File: src/rtl/fix_serializer.sv
// FIX transmit serializer: turns tag/value byte fields into a raw FIX byte stream.
// Optional "10=NNN" checksum trailer is enabled by defining FIX_CHECKSUM_EN.
module fix_serializer #(
  parameter logic [7:0] SOH_C    = 8'h01,
  parameter logic [7:0] SEP_C    = 8'h3D,
  parameter bit         LEAD_SOH = 1'b1
) (
  input  logic       clk,
  input  logic       rst,
  input  logic [7:0] in_data,
  input  logic       in_kind,
  input  logic       in_last,
  input  logic       in_msg_end,
  input  logic       in_valid,
  output logic       in_ready,
  output logic [7:0] out_data,
  output logic       out_valid,
  input  logic       out_ready,
  output logic       busy,
  output logic       err_o
);

`ifdef FIX_CHECKSUM_EN
  typedef enum logic [2:0] {IDLE, LEAD, TAG, SEP, VALUE, DELIM, TRAILER} state_t;
`else
  typedef enum logic [2:0] {IDLE, LEAD, TAG, SEP, VALUE, DELIM} state_t;
`endif

  state_t     state;
  logic       msg_end;
  logic       can_load, illegal, accept, emit, ld;
  logic [7:0] ld_byte;

  assign can_load = !out_valid || out_ready;
  assign busy     = (state != IDLE) || out_valid;
  assign accept   = in_valid && in_ready;
  assign emit     = accept && !illegal;

  always_comb begin
    illegal = (in_data == SOH_C);
    case (state)
      IDLE, TAG: illegal = illegal || in_kind || (in_data == SEP_C);
      VALUE:     illegal = illegal || !in_kind;
      default:   ;
    endcase
  end

  // With a leading SOH, a legal first tag byte is left waiting on the bus
  // until TAG; only illegal bytes are taken (and dropped) in IDLE.
  always_comb begin
    in_ready = 1'b0;
    if (rst && can_load)
      case (state)
        IDLE:       in_ready = !(LEAD_SOH && in_valid && !illegal);
        TAG, VALUE: in_ready = 1'b1;
        default:    ;
      endcase
  end

`ifdef FIX_CHECKSUM_EN
  logic [7:0] acc, rem_h, trl_byte;
  logic [1:0] dig_h;
  logic [3:0] dig_t, dig_u;
  logic [2:0] trl_idx;

  // Decimal digits by compare/subtract; ascending scan keeps the largest tens match.
  always_comb begin
    dig_h = 2'd0;
    rem_h = acc;
    if (acc >= 8'd200) begin
      dig_h = 2'd2;
      rem_h = acc - 8'd200;
    end else if (acc >= 8'd100) begin
      dig_h = 2'd1;
      rem_h = acc - 8'd100;
    end
    dig_t = 4'd0;
    dig_u = rem_h[3:0];
    for (int k = 1; k <= 9; k++)
      if (rem_h >= 8'(k * 10)) begin
        dig_t = 4'(k);
        dig_u = 4'(rem_h - 8'(k * 10));
      end
    case (trl_idx)
      3'd0:    trl_byte = 8'h31;
      3'd1:    trl_byte = 8'h30;
      3'd2:    trl_byte = SEP_C;
      3'd3:    trl_byte = {6'b001100, dig_h};
      3'd4:    trl_byte = {4'h3, dig_t};
      3'd5:    trl_byte = {4'h3, dig_u};
      default: trl_byte = SOH_C;
    endcase
  end
`endif

  always_comb begin
    ld      = 1'b0;
    ld_byte = in_data;
    case (state)
      IDLE:        ld = !LEAD_SOH && emit;
      LEAD, DELIM: begin ld = can_load; ld_byte = SOH_C; end
      TAG, VALUE:  ld = emit;
      SEP:         begin ld = can_load; ld_byte = SEP_C; end
`ifdef FIX_CHECKSUM_EN
      TRAILER:     begin ld = can_load; ld_byte = trl_byte; end
`endif
      default:     ;
    endcase
  end

  always_ff @(posedge clk) begin
    if (!rst) begin
      state     <= IDLE;
      out_valid <= 1'b0;
      out_data  <= 8'h00;
      err_o     <= 1'b0;
      msg_end   <= 1'b0;
`ifdef FIX_CHECKSUM_EN
      acc       <= 8'h00;
      trl_idx   <= 3'd0;
`endif
    end else begin
      err_o <= accept && illegal;
      if (can_load) out_valid <= 1'b0;
      if (ld) begin
        out_data  <= ld_byte;
        out_valid <= 1'b1;
      end
`ifdef FIX_CHECKSUM_EN
      if (ld && state != TRAILER) acc <= acc + ld_byte;
`endif
      case (state)
        IDLE:
          if (LEAD_SOH) begin
            if (in_valid && !illegal) state <= LEAD;
          end else if (emit) state <= in_last ? SEP : TAG;
        LEAD:  if (can_load) state <= TAG;
        TAG:   if (emit && in_last) state <= SEP;
        SEP:   if (can_load) state <= VALUE;
        VALUE:
          if (emit && in_last) begin
            state   <= DELIM;
            msg_end <= in_msg_end;
          end
        DELIM:
          if (can_load) begin
`ifdef FIX_CHECKSUM_EN
            state <= msg_end ? TRAILER : TAG;
`else
            state <= msg_end ? IDLE : TAG;
`endif
          end
`ifdef FIX_CHECKSUM_EN
        TRAILER:
          if (can_load) begin
            trl_idx <= trl_idx + 3'd1;
            if (trl_idx == 3'd6) begin
              trl_idx <= 3'd0;
              acc     <= 8'h00;
              state   <= IDLE;
            end
          end
`endif
        default: state <= IDLE;
      endcase
    end
  end

endmodule

File: config.mk
export PLATFORM = sky130hd
export DESIGN_NAME = fix_serializer
export DESIGN_NICKNAME = d
export VERILOG_FILES = /design/src/rtl/fix_serializer.sv
export SDC_FILE = /design/constraint.sdc
export NUM_CORES = 1
export LEC_CHECK = 0
export CAP_MARGIN = 0
export CORE_MARGIN = 1
export CORE_UTILIZATION = 48
export CTS_BUF_LIST = sky130_fd_sc_hd__clkbuf_4
export CTS_CLUSTER_DIAMETER = 200
export CTS_CLUSTER_SIZE = 40
export DETAILED_ROUTE_END_ITERATION = 16
export PLACE_DENSITY = 0.85
export SYNTH_ARGS = -nofsm -noshare
export SYNTH_HDL_FRONTEND = slang
export SYNTH_SLANG_ARGS = --single-unit
export TNS_END_PERCENT = 10
File: constraint.sdc
create_clock -name clk -period 4.45 [get_ports clk]
set_clock_uncertainty 0.1 [all_clocks]
set_input_delay 0.89 -clock clk [delete_from_list [all_inputs] [get_ports clk]]
set_output_delay 0.89 -clock clk [all_outputs]
set_load 0.05 [all_outputs]
==> summary.md, run 1 <==
| Metric | Value |
|---|---|
| Vias in the first global route | `582` |
| WL met1 | `786 µm` |
| Most frequent cells in the layout | `25 x clkdlybuf4s50_1, 14 x dfxtp_1, 13 x nand2_1` |
| Routed len/inst | `12.8 µm` |
| Yosys warns | `0` |
| Syn Nets | `104` |
| Peak Freq | `274 MHz` |
| DP Wirelength | `1.27 mm` |
| IO Pins | `27` |
| Status | `finished clean` |
| Placed Cells incl. Taps | `127` |
| Crit path launch type | `input pin` |
| Most common cell after layout, fill and taps aside | `clkdlybuf4s50_1` |
| Mean area per synthesized cell | `8.36 µm²` |
| DR vias | `750` |
| Drt initial violations | `30` |
| Initial Utilization | `0.545` |
| Post-CTS resize count | `0` |
| Sequential share of the synthesized area | `0.376` |
| Initial antenna violation count | `0` |
| Area of the core | `1370 µm²` |
| CP endpoint kind | `output pin` |
| Clk slew on worst S/H paths | `0.07 ns` |
| Routed Antenna Nets | `0` |
| Worst-margin pin slew | `0.501 ns` |
| Final wirelength | `1.68 mm` |
| Final-report setup violation count | `0` |
| Leakage | `0.408 nW` |
| Highest routed layer | `met4` |
| DRC Markers | `0` |
| Required @ worst endpoint | `3.46 ns` |
| Unrepaired setup endpoints after global routing | `no` |
| R2R Path Start | `state[2]$_SDFFE_PN0P_` |
| Worst path arrival time | `2.65 ns` |
| Post-DR vias/cell | `5.73` |
| Final Hold Viols | `0` |
| Min Hold Slack | `0.346 ns` |
| CTS tree | `built` |
| Post-Synthesis Cells | `89` |
| GRT Util Overall | `0.221` |
| Power Dens Cells | `297 nW/µm²` |
| R2R Setup Slk | `2.53 ns` |
| Final nets | `132` |
| Clock sink count | `14` |
| RR Endpoint | `out_data[2]$_SDFFE_PN0P_` |
| Worst reg2reg path depth | `5` |
| Min cycle time layout | `3.64 ns` |
| Fillers | `102` |
| Root Buffer Master | `clkbuf_4` |
| WHS Path Cells | `2` |
| Critical Path Sink | `in_ready` |
| DIE AREA | `1710 µm²` |
| Total CTS buffers | `3` |
| #FFs+latches synth | `14` |
| Synth area leaders | `dfxtp_1 38%, mux2i_1 6.7%, nand2_1 6.6%` |
| Final TNS setup | `0 ns` |
| Hold WC Path Type | `reg2reg` |
| Maximum VDD drop | `0.212 mV` |
| Rel. slew slack | `0.661` |
| First-pass GRT wire length | `2.42 mm` |
| CTS Hold Bufs | `0` |
| Clk_lat worst skew | `0.29 ns` |
| Die H | `41.4 µm` |
| Proportion of layout cells with a drive suffix above 1 | `0.0690` |
| Pins Over Slew Limit | `0` |
| CTS H-tree lvls | `1` |
| Antenna fix cells | `0` |
| Layout area overhead | `39.3%` |
| Drt pass-1 iters | `4` |
| Wire length on met2 | `788 µm` |
| CP Max Fanout | `4` |
| Row count | `13` |
| I/O Buffers | `26` |
| Grt ovf | `0` |
| Die outline width | `41.4 µm` |
| Post-CTS setup buffers | `0` |
| Post-Synthesis Cell Area | `744 µm²` |
| Final period util | `0.819` |
| Synth top area share | `0.376` |
| Worst setup path start | `in_data[2]` |
| Largest area contributor in the netlist | `dfxtp_1` |
| CTS max path bufs | `2` |
| Largest net degree at the start of global routing | `15` |
| Worst setup path category | `in2out` |
| Max cap viols | `0` |
| DR WL met3 | `94 µm` |
| Fin cells | `131` |
| Unique masters post-synth | `28` |
| GPL Wtd Cong | `0.792` |
## report_power, final
group	switching [mW]	internal [mW]
Clock	0.0419	0.0326
Sequential	0.00842	0.132
Combinational	0.0549	0.0385
## cells in the mapped netlist (all sizes together)
cell	count
a21o	1
a21oi	7
a311oi	1
a32o	3
a32oi	1
and3b	1
buf	2
clkbuf	2
dfxtp	14
inv	4
mux2i	5
nand2	13
nand2b	1
nand3	1
nand4	4
nor2	7
nor2b	2
nor3	3
nor4	1
nor4b	2
nor4bb	1
o21a	1
o21ai	7
o31ai	2
or4	1
xnor2	2
## how the worst min path moves through the flow
stage | startpoint | to | slack (ns)
finish | out_data[0]$_SDFFE_PN0P_ | out_data[0]$_SDFFE_PN0P_ | 0.35
global route | out_data[0]$_SDFFE_PN0P_ | out_data[0]$_SDFFE_PN0P_ | 0.37
CTS | out_data[0]$_SDFFE_PN0P_ | out_data[0]$_SDFFE_PN0P_ | 0.35
detailed placement | out_data[0]$_SDFFE_PN0P_ | out_data[0]$_SDFFE_PN0P_ | 0.34
global placement | out_data[0]$_SDFFE_PN0P_ | out_data[0]$_SDFFE_PN0P_ | 0.33
floorplan | msg_end$_SDFFE_PN0P_ | msg_end$_SDFFE_PN0P_ | 0.34
## layer usage
layer,vias up,track usage
met1,342,0.260
li1,380,-
met2,26,0.371
met5,-,0
met4,0,0.0726
met3,2,0.0798
## worst max-delay path: stages
cell and delay [ns]:
clkdlybuf4s50_1 0.44, or4_1 0.54, o31ai_2 0.10, a21oi_2 0.14, a311oi_1 0.30, buf_4 0.24
## through the flow
step	setup WS, ns	util	power [mW]	area, µm²
2_1_floorplan	0.513	-	0.202	744
3_3_place_gp	0.820	0.740	0.235	1010
3_5_place_dp	0.804	0.740	0.236	1010
4_1_cts	0.799	0.759	0.310	1040
5_1_grt	0.717	0.759	0.321	1040
6_report	0.807	0.759	0.308	1040
## cells by family (layout without fill, tap and decap cells)
| family | count (synthesis) | after routing | synth area share |
|---|---|---|---|
| AOI/OAI and AO/OA | 23 | 23 | 0.235 |
| xor gates and xnor gates | 2 | 2 | 0.0235 |
| buffers and inverters | 8 | 35 | 0.0437 |
| DFF | 14 | 14 | 0.376 |
| muxes | 5 | 5 | 0.0672 |
| and+or+nand+nor | 37 | 37 | 0.254 |
## registers in the layout (all words and copies together), names as in the netlist
name and flops:
msg_end 1, err_o 1, out_valid 1, state 3
out_data 8
## final cells by class
class	count	area, µm²	area share
tap	15	18.8	0.0181
clock buffer	3	22.5	0.0217
timing repair buffer	27	265	0.256
sequential	14	280	0.270
clock inverter	1	3.75	0.00362
multi-input combinational	67	432	0.416
inverter	4	15.0	0.0145
(Power assumes the default switching activity.)
==> inputs of run 2 (changes only) <==
--- a/config.mk
+++ b/config.mk
@@ -7,12 +7,12 @@
 export LEC_CHECK = 0
 export CAP_MARGIN = 0
 export CORE_MARGIN = 1
-export CORE_UTILIZATION = 48
+export CORE_UTILIZATION = 41
 export CTS_BUF_LIST = sky130_fd_sc_hd__clkbuf_4
 export CTS_CLUSTER_DIAMETER = 200
 export CTS_CLUSTER_SIZE = 40
 export DETAILED_ROUTE_END_ITERATION = 16
-export PLACE_DENSITY = 0.85
+export PLACE_DENSITY = 0.77
 export SYNTH_ARGS = -nofsm -noshare
 export SYNTH_HDL_FRONTEND = slang
 export SYNTH_SLANG_ARGS = --single-unit
==> constraint.sdc (replaced) <==
create_clock -name clk -period 3.16 [get_ports clk]
set_clock_uncertainty 0.1 [all_clocks]
set_input_delay 0.632 -clock clk [delete_from_list [all_inputs] [get_ports clk]]
set_output_delay 0.632 -clock clk [all_outputs]
set_load 0.05 [all_outputs]
==> summary.md, run 2 (synthesis results as in run 1) <==
| Metric | Value |
|---|---|
| Cell-internal power | `0.292 mW` |
| Wire length on met2 | `852 µm` |
| Root Buffer Master | `clkbuf_4` |
| Sequential power share | `0.450` |
| DRC Markers | `0` |
| CTS H-tree lvls | `1` |
| Most common cell after layout, fill and taps aside | `clkdlybuf4s50_1` |
| CP peak stage delay | `0.56 ns` |
| DR vias | `756` |
| Delay-heaviest family, CP | `buffers and inverters` |
| Worst setup path category | `in2out` |
| Post-DR vias/cell | `5.29` |
| Grt ovf | `0` |
| Area of the core | `1710 µm²` |
| Drt initial violations | `13` |
| Most frequent cells in the layout | `25 x clkdlybuf4s50_1, 14 x dfxtp_1, 13 x nand2_1` |
| Combinational power share | `0.317` |
| Post-CTS resize count | `0` |
| DP Wirelength | `1.29 mm` |
| Antenna fix cells | `0` |
| Worst path arrival time | `2.33 ns` |
| CP bufs+invs | `2` |
| CP endpoint kind | `output pin` |
| WL met1 | `752 µm` |
| Leakage | `0.423 nW` |
| DIE AREA | `1990 µm²` |
| DP Area | `1060 µm²` |
| Final Hold Viols | `0` |
| Post-CTS setup buffers | `0` |
| CTS Hold Bufs | `0` |
| Final wirelength | `1.70 mm` |
| CP Max Fanout | `3` |
| Crit path cell chain | `clkdlybuf4s50_1 -> or4_1 -> o31ai_2 -> a21oi_2 -> a311oi_2 -> buf_12` |
| Final period util | `0.970` |
| Largest regs | `out_data (8), state (3)` |
| Rel. slew slack | `0.663` |
| Design Area, Final | `1080 µm²` |
| CP max-delay cell | `or4_1` |
| Drt pass-1 iters | `4` |
| Min Hold Slack | `0.344 ns` |
| Sw Pwr | `0.147 mW` |
| Status | `finished clean` |
| Required @ worst endpoint | `2.43 ns` |
| Total CTS buffers | `3` |
| Clock sink count | `14` |
| Proportion of layout cells with a drive suffix above 1 | `0.0932` |
| I/O Buffers | `26` |
| R2R Setup Slk | `1.15 ns` |
| CTS max path bufs | `2` |
| Highest routed layer | `met4` |
| Routed Antenna Nets | `0` |
| Initial Utilization | `0.436` |
| Final-report setup violation count | `0` |
| CTS tree | `built` |
| Row count | `15` |
| Power Dens Cells | `405 nW/µm²` |
| Unrepaired setup endpoints after global routing | `no` |
| GPL Wtd Cong | `0.798` |
| Die H | `44.6 µm` |
| Routed len/inst | `11.9 µm` |
| DR WL met3 | `84 µm` |
| First-pass GRT wire length | `2.60 mm` |
| Switch share | `0.335` |
| Maximum VDD drop | `0.278 mV` |
| Crit path launch type | `input pin` |
| Layout area overhead | `45.5%` |
| Initial antenna violation count | `0` |
| Hold WC Path Type | `reg2reg` |
| Final TNS setup | `0 ns` |
| Clk slew on worst S/H paths | `0.08 ns` |
| Vias in the first global route | `614` |
| Clk_lat worst skew | `0.27 ns` |
| Die outline width | `44.6 µm` |
| Final nets | `134` |
| Pins Over Slew Limit | `0` |
| Min cycle time layout | `3.07 ns` |
| Max FFs per register | `8` |
| Clock network fraction of total power | `0.233` |
| Worst-margin pin slew | `0.503 ns` |
| Largest reg by FF count | `out_data` |
| Largest net degree at the start of global routing | `15` |
| IO Pins | `27` |
| Max cap viols | `0` |
| GRT Util Overall | `0.183` |
| Peak Freq | `326 MHz` |
==> run 2: cell types whose count changed in the layout (fill, tap and decap cells not counted), sizes merged <==
cell and change:
buf +2
==> run 2: metrics by stage <==
stage | setup slack, ns | util | total power, mW | std cells
2_1_floorplan | 0.202 | - | 0.285 | 89
3_5_place_dp | 0.0729 | 0.619 | 0.341 | 139
4_1_cts | 0.0661 | 0.634 | 0.442 | 143
6_report | 0.0945 | 0.634 | 0.439 | 143
5_1_grt | 0.0157 | 0.634 | 0.458 | 143
3_3_place_gp | 0.0835 | 0.619 | 0.339 | 139
==> run 2: area by class of cell <==
class	instances	area, µm²
clock inverter	1	3.75
multi-input combinational	67	438
fill	143	624
clock buffer	3	22.5
sequential	14	280
tap	25	31.3
timing repair buffer	29	293
inverter	4	15.0
==> run 2: path summary, 6_finish.rpt <==
path                                 start                        to  cells past startpoint
hold reg to reg   out_data[0]$_SDFFE_PN0P_  out_data[0]$_SDFFE_PN0P_                      2
setup reg to reg     state[2]$_SDFFE_PN0P_  out_data[3]$_SDFFE_PN0P_                      6
hold / removal    out_data[0]$_SDFFE_PN0P_  out_data[0]$_SDFFE_PN0P_                      2
setup / recovery                in_data[5]                  in_ready                      6
==> run 2: routing by layer <==
layer  vias to the layer above  track usage
met2                        27        0.300
met4                         0       0.0909
li1                        386            -
met1                       341        0.234
met5                         -            0
met3                         2       0.0245
==> run 2: power groups by stage <==
stage               clock (mW)  combinational, mW  sequential [mW]
floorplan                    0             0.0691            0.216
global route             0.111              0.148            0.200
global placement             0              0.137            0.201
CTS                      0.105              0.140            0.198
detailed placement           0              0.139            0.202
finish                   0.102              0.139            0.198
==> run 2: worst reg2reg max path, delay by kind of cell, from the launching register on <==
kind / cells / cell delay, ns
flops: 1 / 0.59
compound gates: 3 / 0.56
simple gates: 1 / 0.30
mux: 1 / 0.24
buf+inv: 1 / 0.16
